$ cat src/rtl/fetch_stage_if.sv
// Instruction-memory request/ready bus between the fetch stage (master) and
// the word-addressed instruction memory (slave).
interface fetch_stage_if #(
  parameter int PC_WIDTH    = 16,
  parameter int INSTR_WIDTH = 16
);
  logic                   imem_req;
  logic [PC_WIDTH-1:0]    imem_addr;
  logic                   imem_ready;
  logic [INSTR_WIDTH-1:0] imem_rdata;

  modport master (
    output imem_req,
    output imem_addr,
    input  imem_ready,
    input  imem_rdata
  );

  modport slave (
    input  imem_req,
    input  imem_addr,
    output imem_ready,
    output imem_rdata
  );
endinterface

$ cat src/rtl/fetch_stage.sv
// Instruction-fetch stage: PC register, next-PC selection, imem handshake,
// one-entry skid buffer and the IF/ID pipeline register.
module fetch_stage #(
  parameter int          PC_WIDTH    = 16,
  parameter int          INSTR_WIDTH = 16,
  parameter int unsigned RESET_PC    = 0
) (
  input  logic                   clk,
  input  logic                   reset,
  input  logic                   stall,
  input  logic                   kill,
  input  logic [1:0]             PcSrc,
  input  logic [PC_WIDTH-1:0]    jump_target,
  input  logic [PC_WIDTH-1:0]    branch_target,
  input  logic [PC_WIDTH-1:0]    return_addr,
  fetch_stage_if.master          imem,
  output logic [INSTR_WIDTH-1:0] if_id_instr,
  output logic [PC_WIDTH-1:0]    if_id_pc,
  output logic [PC_WIDTH-1:0]    if_id_pc_plus1,
  output logic                   if_id_valid,
  output logic [3:0]             if_id_opcode,
  output logic [2:0]             if_id_rd,
  output logic [2:0]             if_id_rs1,
  output logic [2:0]             if_id_rs2
);

  typedef enum logic [1:0] {
    IDLE = 2'd0,
    REQ  = 2'd1,
    BUF  = 2'd2,
    DROP = 2'd3
  } state_t;

  localparam logic [PC_WIDTH-1:0]    PC_ONE   = PC_WIDTH'(1);
  localparam logic [PC_WIDTH-1:0]    PC_ZERO  = PC_WIDTH'(0);
  localparam logic [PC_WIDTH-1:0]    PC_RESET = PC_WIDTH'(RESET_PC);
  localparam logic [INSTR_WIDTH-1:0] NOP_WORD = INSTR_WIDTH'(0);

  state_t                 state_r;
  logic                   req_r;
  logic [PC_WIDTH-1:0]    pc_r;
  logic [PC_WIDTH-1:0]    pending_r;
  logic [PC_WIDTH-1:0]    skid_pc_r;
  logic [INSTR_WIDTH-1:0] skid_instr_r;
  logic [INSTR_WIDTH-1:0] if_id_instr_r;
  logic [PC_WIDTH-1:0]    if_id_pc_r;
  logic [PC_WIDTH-1:0]    if_id_pc_plus1_r;
  logic                   if_id_valid_r;
  logic [PC_WIDTH-1:0]    pc_plus1_s;
  logic [PC_WIDTH-1:0]    target_s;

  // Sequential successor and redirect target selected by PcSrc.
  always_comb begin
    pc_plus1_s = pc_r + PC_ONE;
    target_s   = pc_plus1_s;
    case (PcSrc)
      2'd0:    target_s = pc_plus1_s;
      2'd1:    target_s = jump_target;
      2'd2:    target_s = branch_target;
      2'd3:    target_s = return_addr;
      default: target_s = pc_plus1_s;
    endcase
  end

  // Fetch FSM together with PC, skid, pending-target and IF/ID registers.
  always_ff @(posedge clk or posedge reset) begin
    if (reset) begin
      state_r          <= IDLE;
      req_r            <= 1'b0;
      pc_r             <= PC_RESET;
      pending_r        <= PC_ZERO;
      skid_pc_r        <= PC_ZERO;
      skid_instr_r     <= NOP_WORD;
      if_id_instr_r    <= NOP_WORD;
      if_id_pc_r       <= PC_ZERO;
      if_id_pc_plus1_r <= PC_ZERO;
      if_id_valid_r    <= 1'b0;
    end else begin
      case (state_r)
        IDLE: begin
          if_id_instr_r    <= NOP_WORD;
          if_id_pc_r       <= PC_ZERO;
          if_id_pc_plus1_r <= PC_ZERO;
          if_id_valid_r    <= 1'b0;
          if (kill) begin
            pc_r <= target_s;
          end
          req_r   <= 1'b1;
          state_r <= REQ;
        end

        REQ: begin
          if (kill) begin
            if_id_instr_r    <= NOP_WORD;
            if_id_pc_r       <= PC_ZERO;
            if_id_pc_plus1_r <= PC_ZERO;
            if_id_valid_r    <= 1'b0;
            if (imem.imem_ready) begin
              pc_r <= target_s;
            end else begin
              // The outstanding request must complete at its old address first.
              pending_r <= target_s;
              state_r   <= DROP;
            end
          end else if (stall) begin
            if (imem.imem_ready) begin
              skid_instr_r <= imem.imem_rdata;
              skid_pc_r    <= pc_r;
              pc_r         <= pc_plus1_s;
              req_r        <= 1'b0;
              state_r      <= BUF;
            end
          end else if (imem.imem_ready) begin
            if_id_instr_r    <= imem.imem_rdata;
            if_id_pc_r       <= pc_r;
            if_id_pc_plus1_r <= pc_plus1_s;
            if_id_valid_r    <= 1'b1;
            pc_r             <= pc_plus1_s;
          end else begin
            if_id_instr_r    <= NOP_WORD;
            if_id_pc_r       <= PC_ZERO;
            if_id_pc_plus1_r <= PC_ZERO;
            if_id_valid_r    <= 1'b0;
          end
        end

        BUF: begin
          if (kill) begin
            if_id_instr_r    <= NOP_WORD;
            if_id_pc_r       <= PC_ZERO;
            if_id_pc_plus1_r <= PC_ZERO;
            if_id_valid_r    <= 1'b0;
            skid_instr_r     <= NOP_WORD;
            skid_pc_r        <= PC_ZERO;
            pc_r             <= target_s;
            req_r            <= 1'b1;
            state_r          <= REQ;
          end else if (!stall) begin
            if_id_instr_r    <= skid_instr_r;
            if_id_pc_r       <= skid_pc_r;
            if_id_pc_plus1_r <= skid_pc_r + PC_ONE;
            if_id_valid_r    <= 1'b1;
            skid_instr_r     <= NOP_WORD;
            skid_pc_r        <= PC_ZERO;
            req_r            <= 1'b1;
            state_r          <= REQ;
          end
        end

        DROP: begin
          if_id_instr_r    <= NOP_WORD;
          if_id_pc_r       <= PC_ZERO;
          if_id_pc_plus1_r <= PC_ZERO;
          if_id_valid_r    <= 1'b0;
          if (imem.imem_ready) begin
            pc_r    <= kill ? target_s : pending_r;
            state_r <= REQ;
          end else if (kill) begin
            pending_r <= target_s;
          end
        end

        default: begin
          state_r <= IDLE;
          req_r   <= 1'b0;
        end
      endcase
    end
  end

  assign imem.imem_req  = req_r;
  assign imem.imem_addr = pc_r;

  assign if_id_instr    = if_id_instr_r;
  assign if_id_pc       = if_id_pc_r;
  assign if_id_pc_plus1 = if_id_pc_plus1_r;
  assign if_id_valid    = if_id_valid_r;
  assign if_id_opcode   = if_id_instr_r[15:12];
  assign if_id_rd       = if_id_instr_r[11:9];
  assign if_id_rs1      = if_id_instr_r[8:6];
  assign if_id_rs2      = if_id_instr_r[5:3];

endmodule

$ cat src/flat_wrapper.sv
// flat-port wrapper written by rule: the top's interface ports become plain ports
module fetch_stage_flat 
#(
  parameter int          PC_WIDTH    = 16,
  parameter int          INSTR_WIDTH = 16,
  parameter int unsigned RESET_PC    = 0
)
  (clk, reset, stall, kill, PcSrc, jump_target, branch_target, return_addr, if_id_instr, if_id_pc, if_id_pc_plus1, if_id_valid, if_id_opcode, if_id_rd, if_id_rs1, if_id_rs2, imem_imem_req, imem_imem_addr, imem_imem_ready, imem_imem_rdata);
  fetch_stage_if #(.PC_WIDTH(PC_WIDTH), .INSTR_WIDTH(INSTR_WIDTH)) imem_i ();
  input  logic clk;
  input  logic reset;
  input  logic stall;
  input  logic kill;
  input  logic [1:0] PcSrc;
  input  logic [PC_WIDTH-1:0] jump_target;
  input  logic [PC_WIDTH-1:0] branch_target;
  input  logic [PC_WIDTH-1:0] return_addr;
  output logic [INSTR_WIDTH-1:0] if_id_instr;
  output logic [PC_WIDTH-1:0] if_id_pc;
  output logic [PC_WIDTH-1:0] if_id_pc_plus1;
  output logic if_id_valid;
  output logic [3:0] if_id_opcode;
  output logic [2:0] if_id_rd;
  output logic [2:0] if_id_rs1;
  output logic [2:0] if_id_rs2;
  output wire logic [$bits(imem_i.imem_req)-1:0] imem_imem_req;
  output wire logic [$bits(imem_i.imem_addr)-1:0] imem_imem_addr;
  input wire logic [$bits(imem_i.imem_ready)-1:0] imem_imem_ready;
  input wire logic [$bits(imem_i.imem_rdata)-1:0] imem_imem_rdata;
  assign imem_imem_req = imem_i.imem_req;
  assign imem_imem_addr = imem_i.imem_addr;
  assign imem_i.imem_ready = imem_imem_ready;
  assign imem_i.imem_rdata = imem_imem_rdata;
  fetch_stage #(.PC_WIDTH(PC_WIDTH), .INSTR_WIDTH(INSTR_WIDTH), .RESET_PC(RESET_PC)) u_core (.clk(clk), .reset(reset), .stall(stall), .kill(kill), .PcSrc(PcSrc), .jump_target(jump_target), .branch_target(branch_target), .return_addr(return_addr), .imem(imem_i), .if_id_instr(if_id_instr), .if_id_pc(if_id_pc), .if_id_pc_plus1(if_id_pc_plus1), .if_id_valid(if_id_valid), .if_id_opcode(if_id_opcode), .if_id_rd(if_id_rd), .if_id_rs1(if_id_rs1), .if_id_rs2(if_id_rs2));
endmodule
$ cat config.mk
export PLATFORM = sky130hd
export DESIGN_NAME = fetch_stage_flat
export DESIGN_NICKNAME = d
export VERILOG_FILES = /design/src/rtl/fetch_stage_if.sv /design/src/rtl/fetch_stage.sv /design/src/flat_wrapper.sv
export SDC_FILE = /design/constraint.sdc
export NUM_CORES = 1
export LEC_CHECK = 0
export ABC_CLOCK_PERIOD_IN_PS = 4700
export BUFFER_PORTS_ARGS = -buffer_cell sky130_fd_sc_hd__clkbuf_2
export CAP_MARGIN = 5
export CORE_ASPECT_RATIO = 0.5
export CORE_UTILIZATION = 55
export CTS_CLUSTER_SIZE = 24
export DETAILED_ROUTE_END_ITERATION = 12
export PLACE_DENSITY = 0.8
export SYNTH_ARGS = -nofsm -noshare
export SYNTH_HDL_FRONTEND = slang
export SYNTH_SLANG_ARGS = --single-unit
export TNS_END_PERCENT = 10
$ cat constraint.sdc
create_clock -name clk -period 4.7 [get_ports clk]
set_clock_uncertainty 0.05 [all_clocks]
set_input_delay 0.94 -clock clk [delete_from_list [all_inputs] [get_ports clk]]
set_output_delay 0.94 -clock clk [all_outputs]
set_load 0.02 [all_outputs]
==> metrics, run 1 <==
Die ar. 12,190 µm²; area of the multi-input gates 3093 µm²; pin count of the biggest net entering global routing 90; total number of vias 5,950; Worst-path clk slew 60 ps; DR DRC count 0; antenna cells 0; Power, Total 3.790 mW; nets 866; Clock Tree Root clkbuf_16; min Tclk post-route 2960 ps; wire per inst 18.93 µm; cell area power density 493.0 nW/µm²; initial antenna violation count 0; register area 2903 µm²; Hold Vio Cnt, Final 0; Post-Syn Instances 688; Post-Route WL 18,250 µm; Synth async-reset ratio 1.000; Slowest Stage Delay on Critical Path 610 ps; max_cap viols 0; Rows 27; CTS resizes 0; final std cells w/o fill 964; worst vdd ir 251.6 µV; EDFF count, synth 0; Critical Path End u_core.if_id_pc_plus1[0]$_DFFE_PP0P_; total gr overflow 0; synth unique cells 63; TritonCTS Buffers 17; final core occ 0.6853; hold slack 425.3 ps; Die Span Y 78.56 µm; crit start category input port; post-route cell area 7686 µm²; Fmax achieved 337.9 MHz; predominant post-synthesis flop cell dfrtp_1; first-pass GRT wire length 28,730 µm; CTS tree built; clock insertion delay at the later pin of the skew report 420 ps; post-route ant nets 0; Reg2Reg Depth 5; drt via density 6.172; Required @ worst endpoint 4950 ps; layout cells sized above 1 0.2783; via count of the first global-routing pass 5,460; post-route clock period utilization 0.6297; Yosys warning count 0; Critical Path Start kill; dpl cells 933; post-CTS setup buffers 0; worst r2r src u_core.state_r[1]$_DFFE_PP0P_; Final Setup Violations 0; H-tree depth 4; post-synthesis cell area 6447 µm²; RR Endpoint u_core.if_id_pc_plus1[14]$_DFFE_PP0P_; DPL Wire Length 12,110 µm; most frequent cells in the layout clkbuf_2 (149), nor2_1 (116), dfrtp_1 (116), nand2_1 (59), a221oi_1 (40); First DRT Iteration DRCs 611; fillcell total 873; Hold WC Path Type reg2reg; Slew HR 0.2747; final worst slack 1740 ps; PortBufs 149; kind of critical path in2reg; RD Place Congestion 0.9262; most common cell after layout, fill and taps aside clkbuf_2; syn_nets 761; Die Wd 155.1 µm; Synth Register Bits 116; initial core utilization 0.5749; CP cell instances clkbuf_2 > nor2b_1 > nand2_1 > buf_4 > o221ai_1 > o21a_1; unrepaired setup endpoints after global routing no; setup slack at placement 1447 ps; Bufs on Longest Clock Path 2; cts hold-fix bufs 0; Critical Path AT 3210 ps; Final TNS setup 0 ps; core area 11,220 µm²; CP Max Fanout 42; GRT Resource Usage Total 0.3107; Post-DP Area 7059 µm²; Syn Area/Cell 9.371 µm²; clock sink total 116; synthesis-to-layout area growth 19.21%; flop2flop setup slack 2120 ps; crit path capture type flip-flop; num ports 150; register area share after synthesis 0.4502; Worst-Margin Slew 1088 ps; Leakage 3.633 nW; Worst path slowest cell clkbuf_2; status completed; first-pass iteration count of the detailed router 6; fin. max-slew vios 0
## Yosys cell counts (5+ instances only)
library cell  count  share of area
xnor2_1          18          0.024
dfrtp_1         116           0.45
buf_2            29          0.023
a22oi_1           6         0.0070
nor2b_1           7         0.0068
xor2_1            8          0.011
buf_4            22          0.026
a22o_1           31          0.042
mux4_2            5          0.017
nor3_1            9         0.0070
o22ai_1           8         0.0078
nand2_1          59          0.034
clkbuf_1         17         0.0099
a31oi_1          13          0.013
nand2b_1          6         0.0058
inv_1            14         0.0082
a221oi_1         40          0.054
o221ai_1          6         0.0082
a21oi_1          20          0.016
nor4_1            5         0.0049
a211oi_1          5         0.0058
o21ai_0          32          0.025
nor2_1          117          0.068
nand4_1           5         0.0049
mux2_2            8          0.014
nand3_1           8         0.0062
mux2i_1           7          0.011
## report_power, final
part	internal, mW	total [mW]	leakage [nW]	switching [mW]
Combinational	0.376	0.935	1.88	0.559
Clock	0.890	1.38	0.300	0.490
Sequential	1.19	1.47	1.45	0.284
## final cells by class
class / instances / area share
multi-input cells: 486 / 0.4024
well taps: 159 / 0.02588
clock inverters: 14 / 0.02621
inverters: 15 / 0.007651
clock buffers: 17 / 0.05535
flip-flops and latches: 116 / 0.3777
repair buffers: 157 / 0.1048
## registers in the layout, indices dropped and copies added, names as in the netlist
name and cells:
u_core.pending_r 16, u_core.if_id_instr 16, u_core.skid_pc_r 16, u_core.imem.imem_req 1
u_core.if_id_pc_plus1 16, u_core.skid_instr_r 16, u_core.if_id_pc 16, u_core.imem.imem_addr 16
u_core.state_r 2, u_core.if_id_valid 1
## critical path, delay by kind of cell
| family | cells | cell delay [ps] |
|---|---|---|
| and+or+nand+nor | 2 | 850 |
| AOI/OAI and AO/OA | 2 | 340 |
| buffers and inverters | 2 | 1040 |
## how the worst min path moves through the flow
stage | from | to | slack (ps) | cells past startpoint
after floorplan | u_core.pending_r[2]$_DFFE_PP0P_ | u_core.pending_r[2]$_DFFE_PP0P_ | 390 | 2
after global placement | u_core.pending_r[2]$_DFFE_PP0P_ | u_core.pending_r[2]$_DFFE_PP0P_ | 410 | 2
after detailed placement | u_core.pending_r[2]$_DFFE_PP0P_ | u_core.pending_r[2]$_DFFE_PP0P_ | 410 | 2
after CTS | u_core.pending_r[2]$_DFFE_PP0P_ | u_core.pending_r[2]$_DFFE_PP0P_ | 430 | 2
after global routing | u_core.pending_r[2]$_DFFE_PP0P_ | u_core.pending_r[2]$_DFFE_PP0P_ | 440 | 2
final | u_core.pending_r[0]$_DFFE_PP0P_ | u_core.pending_r[0]$_DFFE_PP0P_ | 430 | 2
## logic make-up (layout without fill, tap and decap cells)
logic type | count (synthesis) | in the layout | synth area share
XOR/XNOR | 26 | 26 | 0.03532
adder cells (fa/ha/maj) | 2 | 2 | 0.003881
multiplexers | 20 | 20 | 0.04231
flip-flops | 116 | 116 | 0.4502
AND/OR/NAND/NOR | 247 | 247 | 0.1780
AO/OA/AOI/OAI | 191 | 191 | 0.2183
buffers and inverters | 86 | 203 | 0.07200
## routing by layer
layer | wire [µm] | vias up | track usage | share of wire
met5 | 0 | - | 0 | 0
met1 | 8083 | 2853 | 0.4335 | 0.44
met4 | 271 | 0 | 0.1050 | 0.015
met2 | 7970 | 351 | 0.4644 | 0.44
li1 | - | 2713 | - | -
met3 | 1923 | 33 | 0.08835 | 0.11
(Power assumes the default switching activity.)
==> run 2, diff against run 1 <==
--- a/config.mk
+++ b/config.mk
@@ -5,14 +5,14 @@
 export SDC_FILE = /design/constraint.sdc
 export NUM_CORES = 1
 export LEC_CHECK = 0
-export ABC_CLOCK_PERIOD_IN_PS = 4700
+export ABC_CLOCK_PERIOD_IN_PS = 2700
 export BUFFER_PORTS_ARGS = -buffer_cell sky130_fd_sc_hd__clkbuf_2
 export CAP_MARGIN = 5
 export CORE_ASPECT_RATIO = 0.5
-export CORE_UTILIZATION = 55
+export CORE_UTILIZATION = 49
 export CTS_CLUSTER_SIZE = 24
 export DETAILED_ROUTE_END_ITERATION = 12
-export PLACE_DENSITY = 0.8
+export PLACE_DENSITY = 0.76
 export SYNTH_ARGS = -nofsm -noshare
 export SYNTH_HDL_FRONTEND = slang
 export SYNTH_SLANG_ARGS = --single-unit
==> constraint.sdc (replaced) <==
create_clock -name clk -period 2.7 [get_ports clk]
set_clock_uncertainty 0.05 [all_clocks]
set_input_delay 0.54 -clock clk [delete_from_list [all_inputs] [get_ports clk]]
set_output_delay 0.54 -clock clk [all_outputs]
set_load 0.02 [all_outputs]
==> metrics, run 2 (synthesis results as in run 1) <==
RD Place Congestion 0.8765; First DRT Iteration DRCs 725; Die Span Y 83.11 µm; Final TNS setup 0 ps; Post-Route WL 18,320 µm; Critical Path AT 2640 ps; final worst slack 332.9 ps; max_cap viols 0; crit start category flip-flop; Power, Total 6.603 mW; pin count of the biggest net entering global routing 117; PortBufs 149; internal power 4.311 mW; antenna cells 0; Bufs on Longest Clock Path 2; Worst path slowest cell dfrtp_1; hold slack 230.9 ps; Hold WC Path Type in2async; cts hold-fix bufs 0; total number of vias 5,973; DPL Wire Length 12,460 µm; most common cell after layout, fill and taps aside clkbuf_2; first-pass GRT wire length 29,190 µm; status completed; Hold Vio Cnt, Final 0; Slowest Stage Delay on Critical Path 590 ps; wire per inst 18.46 µm; cell family with most CP delay flip-flops; Slew HR 0.3031; synthesis-to-layout area growth 22.32%; num ports 150; unrepaired setup endpoints after global routing no; Crit path buffers/inverters 0; most frequent cells in the layout clkbuf_2 (149), nor2_1 (116), dfrtp_1 (116), nand2_1 (59), a221oi_1 (40); CP cell instances ha_1 > nand4_4 > or2_2 > xnor2_1 > o21ai_0 > a41oi_1; via count of the first global-routing pass 5,392; CTS tree built; Comb power frac 0.262; Worst-path clk slew 60 ps; Flop pwr share 0.383; Die ar. 13,650 µm²; initial core utilization 0.5062; worst vdd ir 467.2 µV; initial antenna violation count 0; setup slack at placement 369.2 ps; fin. max-slew vios 0; first-pass iteration count of the detailed router 6; core area 12,740 µm²; Die Wd 164.2 µm; Rows 29; Leakage 3.719 nW; Clock Tree Root clkbuf_16; layout cells sized above 1 0.2944; clock insertion delay at the later pin of the skew report 410 ps; Post-DP Area 7267 µm²; TritonCTS Buffers 17; crit path capture type flip-flop; cell area power density 837.3 nW/µm²; Final Setup Violations 0; post-CTS setup buffers 0; post-route ant nets 0; Clk network pwr share 0.354; switching part of the total 0.3471; NetSw 2.292 mW; GRT Resource Usage Total 0.2792; Required @ worst endpoint 2970 ps; CP Max Fanout 12; H-tree depth 4; post-route cell area 7886 µm²; DR DRC count 0; clock sink total 116; nets 882; total gr overflow 0; kind of critical path reg2reg; Fmax achieved 422.5 MHz; drt via density 6.021; CTS resizes 0; Worst-Margin Slew 1023 ps; min Tclk post-route 2367 ps; post-route clock period utilization 0.8767
==> run 2: final cells by class <==
class	count	area, µm²
clock buffer	20	466.7
clock inverter	12	152.6
fill	1069	4850
inverter	15	60.06
multi-input combinational	486	3103
sequential	116	2903
tap	170	212.7
timing repair buffer	173	988.4
==> run 2: routing by layer <==
metal,share of wire,GRT usage
met4,0.018,0.09007
met2,0.43,0.3959
met3,0.10,0.07642
met5,0,0
met1,0.45,0.4102
==> run 2: final timing paths <==
kind                       slack (ps)                                     to                                 start  cells after the start
setup / recovery                  330   u_core.imem.imem_addr[6]$_DFFE_PP0P_  u_core.imem.imem_addr[0]$_DFFE_PP0P_                      6
setup reg to reg                  330   u_core.imem.imem_addr[6]$_DFFE_PP0P_  u_core.imem.imem_addr[0]$_DFFE_PP0P_                      6
min in group clk                  320    u_core.skid_instr_r[12]$_DFFE_PP0P_                   imem_imem_rdata[12]                      2
hold reg to reg                   430        u_core.pending_r[0]$_DFFE_PP0P_       u_core.pending_r[0]$_DFFE_PP0P_                      2
hold / removal                    230     u_core.if_id_instr[11]$_DFFE_PP0P_                                 reset                      3
max in group asynchronous        1880  u_core.if_id_pc_plus1[11]$_DFFE_PP0P_                                 reset                      3
==> run 2: metrics by stage <==
| stage | util | std cells |
|---|---|---|
| CTS | 0.6192 | 992 |
| global route | 0.6192 | 992 |
| finish | 0.6192 | 992 |
| global placement | 0.5706 | 960 |
| detailed placement | 0.5706 | 960 |
| floorplan | - | 688 |
==> run 2: worst min-delay path, stage by stage <==
cell and delay, ps:
clkbuf_2 100, clkinvlp_4 70, buf_12 450
==> run 2: power groups by stage <==
stage,sequential [mW],clock [mW],combinational (mW)
6_report,2.53,2.34,1.73
5_1_grt,2.57,2.45,1.89
4_1_cts,2.51,2.36,1.72
3_5_place_dp,2.53,0,1.70
3_3_place_gp,2.52,0,1.65
2_1_floorplan,2.54,0,1.11
==> run 3, diff against run 2 <==
--- a/config.mk
+++ b/config.mk
@@ -6,7 +6,7 @@
 export NUM_CORES = 1
 export LEC_CHECK = 0
 export ABC_CLOCK_PERIOD_IN_PS = 2700
-export BUFFER_PORTS_ARGS = -buffer_cell sky130_fd_sc_hd__clkbuf_2
+export BUFFER_PORTS_ARGS = -buffer_cell sky130_fd_sc_hd__buf_2
 export CAP_MARGIN = 5
 export CORE_ASPECT_RATIO = 0.5
 export CORE_UTILIZATION = 49
==> metrics, run 3 (synthesis results as in run 1) <==
DPL Wire Length 12,690 µm; layout cells sized above 1 0.2911; Worst-Margin Slew 1068 ps; Fmax achieved 423.2 MHz; worst vdd ir 490.0 µV; H-tree depth 4; Reg2Reg Depth 6; TritonCTS Buffers 17; cts hold-fix bufs 0; Leakage 3.709 nW; Rows 29; Die ar. 13,650 µm²; First DRT Iteration DRCs 881; Final Setup Violations 0; post-CTS setup buffers 0; CTS tree built; core area 12,740 µm²; PortBufs 149; Final TNS setup 0 ps; Required @ worst endpoint 2940 ps; kind of critical path reg2reg; Hold Vio Cnt, Final 0; final std cells w/o fill 991; most frequent cells in the layout buf_2 (149), nor2_1 (116), dfrtp_1 (116), nand2_1 (59), a221oi_1 (40); initial core utilization 0.5062; fillcell total 1,087; pin count of the biggest net entering global routing 75; crit start category flip-flop; dpl cells 960; num ports 150; worst r2r src u_core.imem.imem_addr[0]$_DFFE_PP0P_; status completed; crit path capture type flip-flop; nets 882; Die Wd 164.2 µm; total gr overflow 0; Slew HR 0.2727; via count of the first global-routing pass 5,589; max_cap viols 0; CP Max Fanout 12; Post-DP Area 7242 µm²; Post-Route WL 18,270 µm; synthesis-to-layout area growth 21.29%; CTS resizes 0; RD Place Congestion 0.9273; clock sink total 116; drt via density 6.031; Power, Total 6.433 mW; post-route clock period utilization 0.8752; final core occ 0.6140; flop2flop setup slack 340 ps; GRT Resource Usage Total 0.2787; Hold WC Path Type in2async; wire per inst 18.43 µm; cell area power density 822.7 nW/µm²; hold slack 132.5 ps; Critical Path AT 2610 ps; antenna cells 0; clock insertion delay at the later pin of the skew report 400 ps; most common cell after layout, fill and taps aside buf_2; register area 2903 µm²; post-route cell area 7820 µm²; Clock Tree Root clkbuf_16; first-pass iteration count of the detailed router 6; area of the multi-input gates 3103 µm²; setup slack at placement 323.7 ps; initial antenna violation count 1; final worst slack 336.9 ps; RR Endpoint u_core.imem.imem_addr[8]$_DFFE_PP0P_; unrepaired setup endpoints after global routing no; first-pass GRT wire length 29,350 µm; fin. max-slew vios 0; post-route ant nets 0; Worst-path clk slew 60 ps; Die Span Y 83.11 µm; DR DRC count 0; total number of vias 5,977; min Tclk post-route 2363 ps; Bufs on Longest Clock Path 2
## run 3: cell types whose count changed in the layout (fill, tap and decap cells not counted), sizes merged
| cell | previous run | this run |
|---|---|---|
| buf | 24 | 173 |
| clkbuf | 169 | 22 |
| clkinvlp | 5 | 3 |
| bufinv | 3 | 2 |
| clkinv | 4 | 5 |
| inv | 15 | 14 |
## run 3: worst max path at each step
stage                                    startpoint                                    to  slack, ps  depth (start not counted)
2_1_floorplan                                 reset     u_core.if_id_instr[0]$_DFFE_PP0P_        700                          1
3_3_place_gp                                   kill       u_core.skid_pc_r[8]$_DFFE_PP0P_        410                          4
3_5_place_dp                                   kill       u_core.skid_pc_r[8]$_DFFE_PP0P_        320                          4
4_1_cts        u_core.imem.imem_addr[0]$_DFFE_PP0P_      u_core.pending_r[12]$_DFFE_PP0P_        400                          6
5_1_grt        u_core.imem.imem_addr[0]$_DFFE_PP0P_  u_core.imem.imem_addr[8]$_DFFE_PP0P_        170                          6
6_report       u_core.imem.imem_addr[0]$_DFFE_PP0P_  u_core.imem.imem_addr[8]$_DFFE_PP0P_        340                          6
## run 3: metal layers
metal / up-vias / GRT usage / wire (µm)
met5: - / 0 / 13
met1: 2839 / 0.4181 / 8515
li1: 2749 / - / -
met3: 41 / 0.05644 / 1547
met4: 2 / 0.08754 / 332
met2: 346 / 0.4016 / 7858
## run 3: layout make-up
| cell class | instances | share of cell area |
|---|---|---|
| inverters | 15 | 0.007680 |
| flip-flops and latches | 116 | 0.3712 |
| well taps | 170 | 0.02720 |
| clock inverters | 9 | 0.01328 |
| repair buffers | 173 | 0.1232 |
| multi-input cells | 486 | 0.3968 |
| clock buffers | 22 | 0.06064 |
## run 3: worst max-delay path: stages, from the launching register on
cell and delay [ps]:
dfrtp_1 600, ha_1 390, nand4_4 170, nor2_2 280
xnor2_1 280, nand2_1 170, a222oi_1 320
## run 3: report_power, final
| part | total (mW) | switching [mW] | internal, mW |
|---|---|---|---|
| combinational | 1.71 | 1.00 | 0.707 |
| sequential | 2.52 | 0.448 | 2.07 |
| clock | 2.20 | 0.783 | 1.42 |
| total | 6.43 | 2.23 | 4.20 |
